### config.mk
export PLATFORM = sky130hd
export DESIGN_NAME = wb_stage
export DESIGN_NICKNAME = d
export VERILOG_FILES = /design/src/rtl/wb_pkg.sv /design/src/rtl/wb_fifo.sv /design/src/rtl/wb_stage.sv
export SDC_FILE = /design/constraint.sdc
export NUM_CORES = 1
export LEC_CHECK = 0
export BUFFER_PORTS_ARGS = -buffer_cell sky130_fd_sc_hd__buf_2
export CAP_MARGIN = 20
export CORE_MARGIN = 4
export CORE_UTILIZATION = 49
export DETAILED_ROUTE_END_ITERATION = 12
export PLACE_DENSITY = 0.84
export SYNTH_ARGS = -nofsm -noshare
export SYNTH_HDL_FRONTEND = slang
export SYNTH_HIERARCHICAL = 1
export SYNTH_SLANG_ARGS = --single-unit
export TNS_END_PERCENT = 5
### constraint.sdc
create_clock -name clk -period 2 [get_ports clk]
set_input_delay 0.2 -clock clk [delete_from_list [all_inputs] [get_ports clk]]
set_output_delay 0.2 -clock clk [all_outputs]
set_load 0.01 [all_outputs]
### src/rtl/wb_pkg.sv
// Shared defaults and the grant-source encoding for the writeback stage.
package wb_pkg;

    localparam int DATA_W_DEF = 16;
    localparam int ADDR_W_DEF = 3;

    typedef enum logic {
        SRC_ALU = 1'b0,
        SRC_MEM = 1'b1
    } src_e;

endpackage

### src/rtl/wb_fifo.sv
// Small synchronous FIFO with power-of-two depth; the read data is the head entry.
module wb_fifo #(
    parameter int W     = 19,
    parameter int DEPTH = 2
) (
    input  logic                     clk,
    input  logic                     rst,
    input  logic                     push,
    input  logic                     pop,
    input  logic [W-1:0]             din,
    output logic [W-1:0]             dout,
    output logic                     full,
    output logic                     empty,
    output logic [$clog2(DEPTH):0]   count
);

    localparam int PW = $clog2(DEPTH);
    localparam int CW = PW + 1;

    logic [W-1:0]  mem [DEPTH];
    logic [PW-1:0] wr_ptr;
    logic [PW-1:0] rd_ptr;

    // Pointers wrap naturally because DEPTH is a power of two.
    always_ff @(posedge clk or posedge rst) begin
        if (rst) begin
            wr_ptr <= '0;
            rd_ptr <= '0;
            count  <= '0;
        end else begin
            if (push) wr_ptr <= wr_ptr + 1'b1;
            if (pop)  rd_ptr <= rd_ptr + 1'b1;
            case ({push, pop})
                2'b10:   count <= count + 1'b1;
                2'b01:   count <= count - 1'b1;
                default: count <= count;
            endcase
        end
    end

    always_ff @(posedge clk) begin
        if (push) mem[wr_ptr] <= din;
    end

    assign dout  = mem[rd_ptr];
    assign full  = (count == CW'(DEPTH));
    assign empty = (count == '0);

endmodule

### src/rtl/wb_stage.sv
// Writeback stage: merges ALU (FIFO) and load (holding register) results into one GPR write port.
// Optional WB_FWD_EN adds two combinational forwarding lookups on the write port.
module wb_stage import wb_pkg::*; #(
    parameter int DATA_W         = DATA_W_DEF,
    parameter int ADDR_W         = ADDR_W_DEF,
    parameter int ALU_FIFO_DEPTH = 2
) (
    input  logic              clk,
    input  logic              rst,
    input  logic              alu_valid,
    input  logic [ADDR_W-1:0] alu_dest,
    input  logic [DATA_W-1:0] alu_data,
    output logic              alu_ready,
    input  logic              mem_valid,
    input  logic [ADDR_W-1:0] mem_dest,
    input  logic [DATA_W-1:0] mem_data,
    output logic              mem_ready,
    output logic              reg_write_en,
    output logic [ADDR_W-1:0] reg_write_dest,
    output logic [DATA_W-1:0] reg_write_data
`ifdef WB_FWD_EN
    ,
    input  logic [ADDR_W-1:0] fwd_addr1,
    input  logic [ADDR_W-1:0] fwd_addr2,
    output logic              fwd_hit1,
    output logic              fwd_hit2,
    output logic [DATA_W-1:0] fwd_data1,
    output logic [DATA_W-1:0] fwd_data2
`endif
);

    localparam int CW = $clog2(ALU_FIFO_DEPTH) + 1;
    localparam int PW = ADDR_W + DATA_W;

    logic [CW-1:0]     alu_count;
    logic              alu_full;
    logic              alu_empty;
    logic [PW-1:0]     alu_head;
    logic              alu_push;

    logic              mem_vld;
    logic [ADDR_W-1:0] mem_dest_q;
    logic [DATA_W-1:0] mem_data_q;

    src_e              last_grant;
    logic              grant_alu;
    logic              grant_mem;

    assign alu_ready = (alu_count != CW'(ALU_FIFO_DEPTH));
    assign alu_push  = alu_valid && !alu_full;
    assign mem_ready = !mem_vld;

    wb_fifo #(
        .W     (PW),
        .DEPTH (ALU_FIFO_DEPTH)
    ) u_alu_fifo (
        .clk   (clk),
        .rst   (rst),
        .push  (alu_push),
        .pop   (grant_alu),
        .din   ({alu_dest, alu_data}),
        .dout  (alu_head),
        .full  (alu_full),
        .empty (alu_empty),
        .count (alu_count)
    );

    // Pending state is registered only, so a fresh result always waits one edge before grant.
    always_comb begin
        grant_alu = 1'b0;
        grant_mem = 1'b0;
        if (!alu_empty && mem_vld) begin
            if (last_grant == SRC_ALU) grant_mem = 1'b1;
            else                       grant_alu = 1'b1;
        end else begin
            grant_alu = !alu_empty;
            grant_mem = mem_vld;
        end
    end

    always_ff @(posedge clk or posedge rst) begin
        if (rst) begin
            mem_vld        <= 1'b0;
            mem_dest_q     <= '0;
            mem_data_q     <= '0;
            last_grant     <= SRC_ALU;
            reg_write_en   <= 1'b0;
            reg_write_dest <= '0;
            reg_write_data <= '0;
        end else begin
            // mem_ready is low while occupied, so a grant and a new load never coincide.
            if (mem_valid && mem_ready) begin
                mem_vld    <= 1'b1;
                mem_dest_q <= mem_dest;
                mem_data_q <= mem_data;
            end else if (grant_mem) begin
                mem_vld <= 1'b0;
            end

            reg_write_en <= grant_alu || grant_mem;
            if (grant_alu) begin
                {reg_write_dest, reg_write_data} <= alu_head;
                last_grant <= SRC_ALU;
            end else if (grant_mem) begin
                reg_write_dest <= mem_dest_q;
                reg_write_data <= mem_data_q;
                last_grant     <= SRC_MEM;
            end
        end
    end

`ifdef WB_FWD_EN
    assign fwd_hit1  = reg_write_en && (reg_write_dest == fwd_addr1);
    assign fwd_hit2  = reg_write_en && (reg_write_dest == fwd_addr2);
    assign fwd_data1 = reg_write_data;
    assign fwd_data2 = reg_write_data;
`endif

endmodule

==> run summary, run 1 <==
The flow ran to the end, and the final reports show no timing, DRC or antenna violations. Using the TritonRoute via totals, the vias-per-cell ratio works out to 5.362. The number of hold violations in the final report is 0. Share of the cycle needed by the critical path after routing: 0.8819. The total number of H-tree levels was 3. The first global-routing pass estimated 11070 µm of wire. The initial antenna violation count is 0, and the maximum VDD drop is 0.6760 mV.

Routed length per instance: 18.11 µm. CTS saw 83 sinks. Measured along the y axis, the die boundary spans 90.22 µm. Kind of cell with the highest combined delay on the critical path: simple AND/OR/NAND/NOR gates. The number of nets in the synthesized netlist is 252. The worst setup path is launched from a register. The run gives 4531 µm as the placed wire-length estimate after detailed placement. Once the clock tree was built, the setup fixing pass inserted 0 buffers. The synthesized area per cell was 15.85 µm². The routed layout has 1957 vias.

Hold buffer count at CTS: 1. On the final layout, the worst clock skew is 0.009016 ns. The most critical setup path has its startpoint at u_alu_fifo/count[0].

Setup repair after global routing left no endpoint under its margin. The floorplan die width works out to 90.22 µm. The setup check on the worst reg-to-reg path leaves a slack of 0.24 ns. The synthesized design spends more area on one cell type than any other, namely edfxtp_1. The first TritonRoute pass finished after 4 iterations. In this run the number of cells on the critical path is 7. On the worst path, the slowest cell contributes a delay of 0.45 ns. The startpoint identified for the worst register-to-register timing path is u_alu_fifo/count[0].

For the required time of the critical path, the log shows 2.26 ns. The critical path ends at u_alu_fifo/count[1]. Setup violations remaining at the end of the flow were counted as 0. The routed wire length is 6610 µm, and the area growth from synthesis to layout is 17.53%. The tools report the kind of end point of the critical path as a register. The share of cells above drive strength 1 is 0.4479, and the initial core utilization is 0.5128. The actual transition at the worst max-transition pin is 0.8851 ns, and the leakage dissipation is 1.622 nW. The count of buffers added on input and output ports is 63.

Buffers inserted during clock tree synthesis total 9. After clock tree synthesis, the clock-pin slew on the worst setup and hold paths is 0.08 ns. The tools report the root buffer cell as clkbuf_8. The signal on the critical path passes through and2b_2, nor2b_1, inv_1, ha_1, xnor2_1, nor2_1, xor2_1.

The cell type of the slowest stage on the worst timing path was dfrtp_1. The logs give 326 for the final net count and 0 for the total grt overflow. The detail route stage leaves a number of antenna-violating nets equal to 0. Leaving out fill and tap cells, the most frequent cell in the layout is buf_2. The path class of the tightest hold or removal check is primary input to register. Count of fill cells added during filler insertion: 502. The count of pins over their slew limit was 0. The tools report the summed negative setup slack over all endpoints as 0 ns. The number of diodes was 0.

Floorplan core area: 6459 µm². For this block, the initial DRC count from the detailed router was 77. The run gives 0 as the max-capacitance violation count.

End of the worst register-to-register path: u_alu_fifo/count[1]. The number of buffer and inverter instances along the worst setup path was 1. The longest clock path from root to sink contains 2 buffers. Final RePlAce weighted congestion: 0.7149. The overall global routing resource usage is 0.1731. The run gives 64 as the I/O pin count. The mapped netlist covers 3312 µm². By startpoint and endpoint, the worst setup path is classified as register to register. The number of different library cells used by synthesis comes to 31. The initialized floorplan defines 29 standard-cell rows. TritonCTS built the clock tree. Counting flops and latches in the post-synthesis netlist gives 83.

The clock latency of the later-clocked register in the worst-skew pair is 0.33 ns. For this run, design rule violations remaining after detail routing come to 0. The largest fanout on the critical path works out to 5. Sorting the synthesized cells by area gives the leading types as edfxtp_1 34%, dfrtp_1 34%, mux2_2 11%. The power density of the placed cells is 1544 nW/µm². The library cells used most frequently in the layout, excluding fill and tap cells, are 63 x buf_2, 45 x dfrtp_1, 38 x edfxtp_1. The logs give 0.6845 for the sequential element share of the synthesized area and 2.02 ns for the data arrival time of the critical path.

Subtracting the final worst setup slack from the clock period gives 1.764 ns. Relative slew slack: 0.4091. Gates resized during post-CTS repair numbered 0. Entering global routing, the biggest net connects 42 pins.

The area share of the largest cell type after synthesis came out at 0.3445. The full die area came out at 8139 µm². The synthesized instance count came out at 209.

The final standard cell utilization of the core is 0.6027, and the achievable frequency is 0.5670 GHz. Number of global-route vias before repair: 2217. Counting cells, the worst reg-to-reg path comes to 7. The tools report the number of synthesis warnings as 6.
-- through the flow --
step,worst slack (ns),total power [mW],hold WS (ns),std cells,area (µm²)
floorplan,0.2187,4.320,-0.03392,209,3314
global placement,0.4209,4.917,0.1080,348,3717
detailed placement,0.2698,5.034,0.1124,348,3717
CTS,0.2282,6.076,0.03525,365,3892
global route,0.1157,6.407,0.02993,365,3892
finish,0.2362,6.009,0.05013,365,3892
-- synth_stat cells --
cell type	instances
dfrtp_1	45
edfxtp_1	38
mux2_2	33
a221o_1	14
nor3b_1	14
inv_1	10
buf_4	5
nand2_1	5
o21ai_0	5
buf_6	4
nor2_1	4
a21oi_1	3
o32ai_1	3
xor2_1	3
a221oi_1	2
buf_2	2
mux2i_1	2
nor2b_1	2
nor3_1	2
xnor2_1	2
a21o_1	1
a21oi_4	1
a31o_2	1
and2_1	1
and2b_2	1
clkbuf_1	1
ha_1	1
inv_2	1
nand2b_1	1
nor2_2	1
nor2b_4	1
-- where the power goes --
group	internal, mW	switching (mW)	leakage [nW]	total [mW]
clock	0.486	0.541	0.0807	1.03
sequential	2.43	0.315	0.885	2.75
combinational	1.09	1.14	0.657	2.24
total	4.01	2.00	1.62	6.01
-- per-layer routing --
| metal | share of wire | routed length (µm) | track usage | vias to the layer above |
|---|---|---|---|---|
| li1 | - | - | - | 919 |
| met1 | 0.41 | 2740 | 0.2061 | 989 |
| met2 | 0.52 | 3450 | 0.2974 | 39 |
| met3 | 0.046 | 301 | 0.04591 | 10 |
| met4 | 0.018 | 117 | 0.07143 | 0 |
| met5 | 0 | 0 | 0 | - |
-- cells by family after synthesis --
family / share of synthesized area
buf+inv: 0.04156
simple gates: 0.06120
flops: 0.6845
compound gates: 0.07745
xor+xnor: 0.01322
mux: 0.1182
fa+ha+maj: 0.003777
-- worst reg2reg max path, delay by kind of cell (launching register included) --
kind                       cells  cell delay [ns]
xor gates and xnor gates       2             0.29
adders and majority gates      1             0.25
buffers and inverters          1             0.12
DFF                            1             0.45
and+or+nand+nor                3             0.58
-- flip-flops by register name, indices dropped and copies added (netlist names) --
register and flops:
reg_write_data 16, mem_data_q 16, reg_write_en 1, u_alu_fifo/count 2, u_alu_fifo/wr_ptr 1, u_alu_fifo/mem 38, last_grant 1, mem_vld 1
u_alu_fifo/rd_ptr 1, reg_write_dest 3, mem_dest_q 3
-- area by class of cell --
type	count	area, µm²	area share
Sequential cell	83	2267	0.5824
Clock buffer	14	152.6	0.03922
Clock inverter	2	12.51	0.003214
Timing Repair Buffer	75	407.9	0.1048
Tap cell	77	96.34	0.02475
Inverter	11	41.29	0.01061
Multi-Input combinational cell	103	914.6	0.2350
-- worst min-delay path by stage --
stage | slack, ns | startpoint | end | depth (start not counted)
after floorplan | -0.03 | rst | u_alu_fifo/count[0] | 1
final | 0.05 | alu_dest[1] | u_alu_fifo/mem[1][17] | 1
after global routing | 0.03 | alu_dest[1] | u_alu_fifo/mem[0][17] | 1
after detailed placement | 0.11 | rst | u_alu_fifo/rd_ptr | 2
after global placement | 0.11 | rst | u_alu_fifo/rd_ptr | 2
after CTS | 0.04 | alu_dest[1] | u_alu_fifo/mem[1][17] | 1
Note: power is estimated with default switching activity, not from simulation.
==> run 2: changes to the inputs <==
--- a/config.mk
+++ b/config.mk
@@ -9,6 +9,7 @@
 export CAP_MARGIN = 20
 export CORE_MARGIN = 4
 export CORE_UTILIZATION = 49
+export CTS_CLUSTER_SIZE = 16
 export DETAILED_ROUTE_END_ITERATION = 12
 export PLACE_DENSITY = 0.84
 export SYNTH_ARGS = -nofsm -noshare
==> constraint.sdc (replaced) <==
create_clock -name clk -period 2 [get_ports clk]
set_input_delay 0.3 -clock clk [delete_from_list [all_inputs] [get_ports clk]]
set_output_delay 0.3 -clock clk [all_outputs]
set_load 0.01 [all_outputs]
==> run 2 against run 1 <==
Against the previous run:
- fmax grew 4.6%
- clock skew is 0.0012 ns lower
- setup slack improved by 0.078 ns
- count of clock-buffer cells in the layout fell by 4
- global-route usage grew 0.092 points
- clock power is 38% higher
- first-iteration DRC count increased by 30%
==> run summary, run 2 (same netlist as run 1, synthesis figures left out) <==
The run finished with clean final reports. The routed length per instance was 17.87 µm (was 18.11 µm). The cell internal power dissipation was 4.355 mW (was 4.009 mW); the achievable frequency was 0.5933 GHz (was 0.5670 GHz). The actual transition at the worst max-transition pin is 0.5641 ns (was 0.8851 ns), and the power density of the placed cells is 1605 nW/µm² (was 1544 nW/µm²). The category of the worst setup path launch point was a register (unchanged).

The number of gates resized after cts was 0 (unchanged). For the overall global routing resource usage, the log shows 0.1740 (was 0.1731). The run gives 0 (unchanged) as the total grt overflow. Regs by FF count: u_alu_fifo/mem x38, mem_data_q x16, reg_write_data x16 (unchanged). For the residual antenna-violating net count after detailed routing, the log shows 0 (unchanged). The critical path class is register to register (unchanged). The maximum clock skew at final layout is 0.007814 ns (was 0.009016 ns).

The final critical path time including I/O delays and setup is 1.685 ns (was 1.764 ns). The delay of the slowest critical-path stage works out to 0.44 ns (was 0.45 ns). The run gives 2 (unchanged) as the buffer levels on the longest clock path. The floorplan core area was 6459 µm² (unchanged). The required time of the critical path is 2.27 ns (was 2.26 ns), and the initial core utilization is 0.5128 (unchanged).

The tools report the number of diodes as 0 (unchanged). The data arrival time of the critical path came out at 1.96 ns (was 2.02 ns). The switching share of total power is 0.3174 (was 0.3329). Most frequent cells in the layout: 63 x buf_2, 45 x dfrtp_1, 38 x edfxtp_1 (unchanged). For the part of the total power dissipated in sequential elements, the log shows 0.430 (was 0.457). For the clock latency of the later-clocked register in the worst-skew pair, the log shows 0.35 ns (was 0.33 ns). The die boundary height came out at 90.22 µm (unchanged). Cell type of the slowest stage on the worst timing path: dfrtp_1 (unchanged). The tools report the remaining design rule violation count as 0 (unchanged). The number of global-route vias before repair was 2137 (was 2217).

The root buffer cell is clkbuf_8 (unchanged). The register with the highest flop count was u_alu_fifo/mem (unchanged). The total power draw is 6.380 mW (was 6.009 mW), and the leakage dissipation is 1.667 nW (was 1.622 nW). The detail-routed via count per cell was 5.434 (was 5.362). The tools report the relative contribution of the clock network to total power as 0.223 (was 0.171). The run gives 517 (was 502) as the count of fill cells added during filler insertion.

The full die area came out at 8139 µm² (unchanged). The largest fanout on the critical path works out to 5 (unchanged). The number of I/O port buffers is 63 (unchanged). The summed negative setup slack over all endpoints was 0 ns (unchanged). For the I/O pin count, the log shows 64 (unchanged). The kind of end point of the critical path was a register (unchanged). Final net count: 327 (was 326). The pin count of the biggest net entering global routing was 29 (was 42); the violation count after the first detailed-routing iteration was 100 (was 77). The share of cells above drive strength 1 is 0.4602 (was 0.4479), and the initial antenna violation count is 0 (unchanged). For the setup slack of the critical path after layout, the log shows 0.3145 ns (was 0.2362 ns). The run gives 0 (unchanged) as the count of pins over their slew limit. Setup repair after global routing left no endpoint under its margin. The final RePlAce weighted congestion is 0.7608 (was 0.7149).

The number of buffer and inverter instances along the worst setup path is 1 (unchanged). The post-CTS clock slew at the launch and capture registers of the worst setup and hold paths was 0.08 ns (about the same); the total number of H-tree levels was 3 (unchanged). The relative slew slack was 0.6231 (was 0.4091). The run gives 2.025 mW (was 2.001 mW) as the net switching power figure. The final-report setup violation count was 0 (unchanged). The number of flip-flops in the largest register came out at 38 (unchanged). Routed wire length: 6539 µm (was 6610 µm). The most common library cell in the layout ignoring fill and taps was buf_2 (unchanged). The run gives 10840 µm (was 11070 µm) as the first-pass GRT wire length. The kind of cell with the highest combined delay on the critical path was simple AND/OR/NAND/NOR gates (unchanged). The maximum VDD drop was 0.8154 mV (was 0.6760 mV); the number of hold violations in the final report was 0 (unchanged). The count of TritonRoute iterations in the first routing pass is 5 (was 4), and the count of standard-cell rows is 29 (unchanged). The path class of the lowest-slack min-delay path was primary input to register (unchanged).

The tools report the placed wire-length estimate after detailed placement as 4527 µm (was 4531 µm). The combinational cell fraction of total power is 0.347 (was 0.372), and the pre-CTS worst setup slack is 0.3289 ns (was 0.2698 ns). The TritonCTS buffer count was 9 (unchanged). Crit-path cells: and2b_2, nor2b_1, inv_1, ha_1, nor2_1, xor2_1 (was and2b_2, nor2b_1, inv_1, ha_1, xnor2_1, nor2_1, xor2_1).

The vias after detailed routing was 1989 (was 1957); the floorplan die width was 90.22 µm (unchanged). The share of the cycle needed by the critical path after routing was 0.8427 (was 0.8819). The number of clock sinks seen by CTS was 83 (unchanged).

TritonCTS built the clock tree. Area growth from synthesis to layout: 20.02% (was 17.53%). The max-capacitance violation count came out at 0 (unchanged).
## run 2: power by group through the flow
stage	logic, mW	registers, mW	clock network, mW
after floorplan	1.53	2.79	0
after global placement	2.17	2.75	0
after detailed placement	2.24	2.78	0
after CTS	2.25	2.74	1.45
after global routing	2.44	2.82	1.52
final	2.22	2.74	1.42
## run 2: cell type report
type	instances	area [µm²]	area share
flip-flops and latches	83	2267	0.5703
multi-input cells	103	914.6	0.2301
repair buffers	76	415.4	0.1045
clock buffers	10	127.6	0.03211
clock inverters	6	112.6	0.02833
well taps	77	96.34	0.02424
inverters	11	41.29	0.01039
## run 2: what timing repair did
| action | 4_1_cts | 5_1_grt |
|---|---|---|
| setup buffers | 0 | 0 |
| hold buffers | 1 | 0 |
| hold endpoints to repair | 17 | 0 |
| endpoints found under the setup margin | 0 | 0 |
## run 2: path summary, 6_finish.rpt
kind                                         to  slack (ns)                 from  cells after the start
setup / recovery            u_alu_fifo/count[1]        0.31  u_alu_fifo/count[0]                      6
hold / removal             u_alu_fifo/mem[0][0]        0.13          alu_data[0]                      1
setup reg to reg            u_alu_fifo/count[1]        0.31  u_alu_fifo/count[0]                      6
hold reg to reg               reg_write_data[2]        0.50        mem_data_q[2]                      1
max in group asynchronous         mem_data_q[4]        0.85                  rst                      4
min in group asynchronous     u_alu_fifo/rd_ptr        0.42                  rst                      3
## run 2: routing by layer
metal  vias up  track usage  part of all wire
met2        63       0.2850              0.51
met1       992       0.2154              0.42
met5         -            0                 0
li1        926            -                 -
met4         0      0.06505             0.012
met3         8      0.05760             0.063
## run 2: stage by stage
step	area [µm²]	utilization	std cells	hold slack, ns
finish	3975	0.6155	366	0.1338
global route	3975	0.6155	366	0.1110
CTS	3975	0.6155	366	0.1167
detailed placement	3725	0.5767	349	0.2201
global placement	3725	0.5767	349	0.2105
floorplan	3314	-	209	0.06608
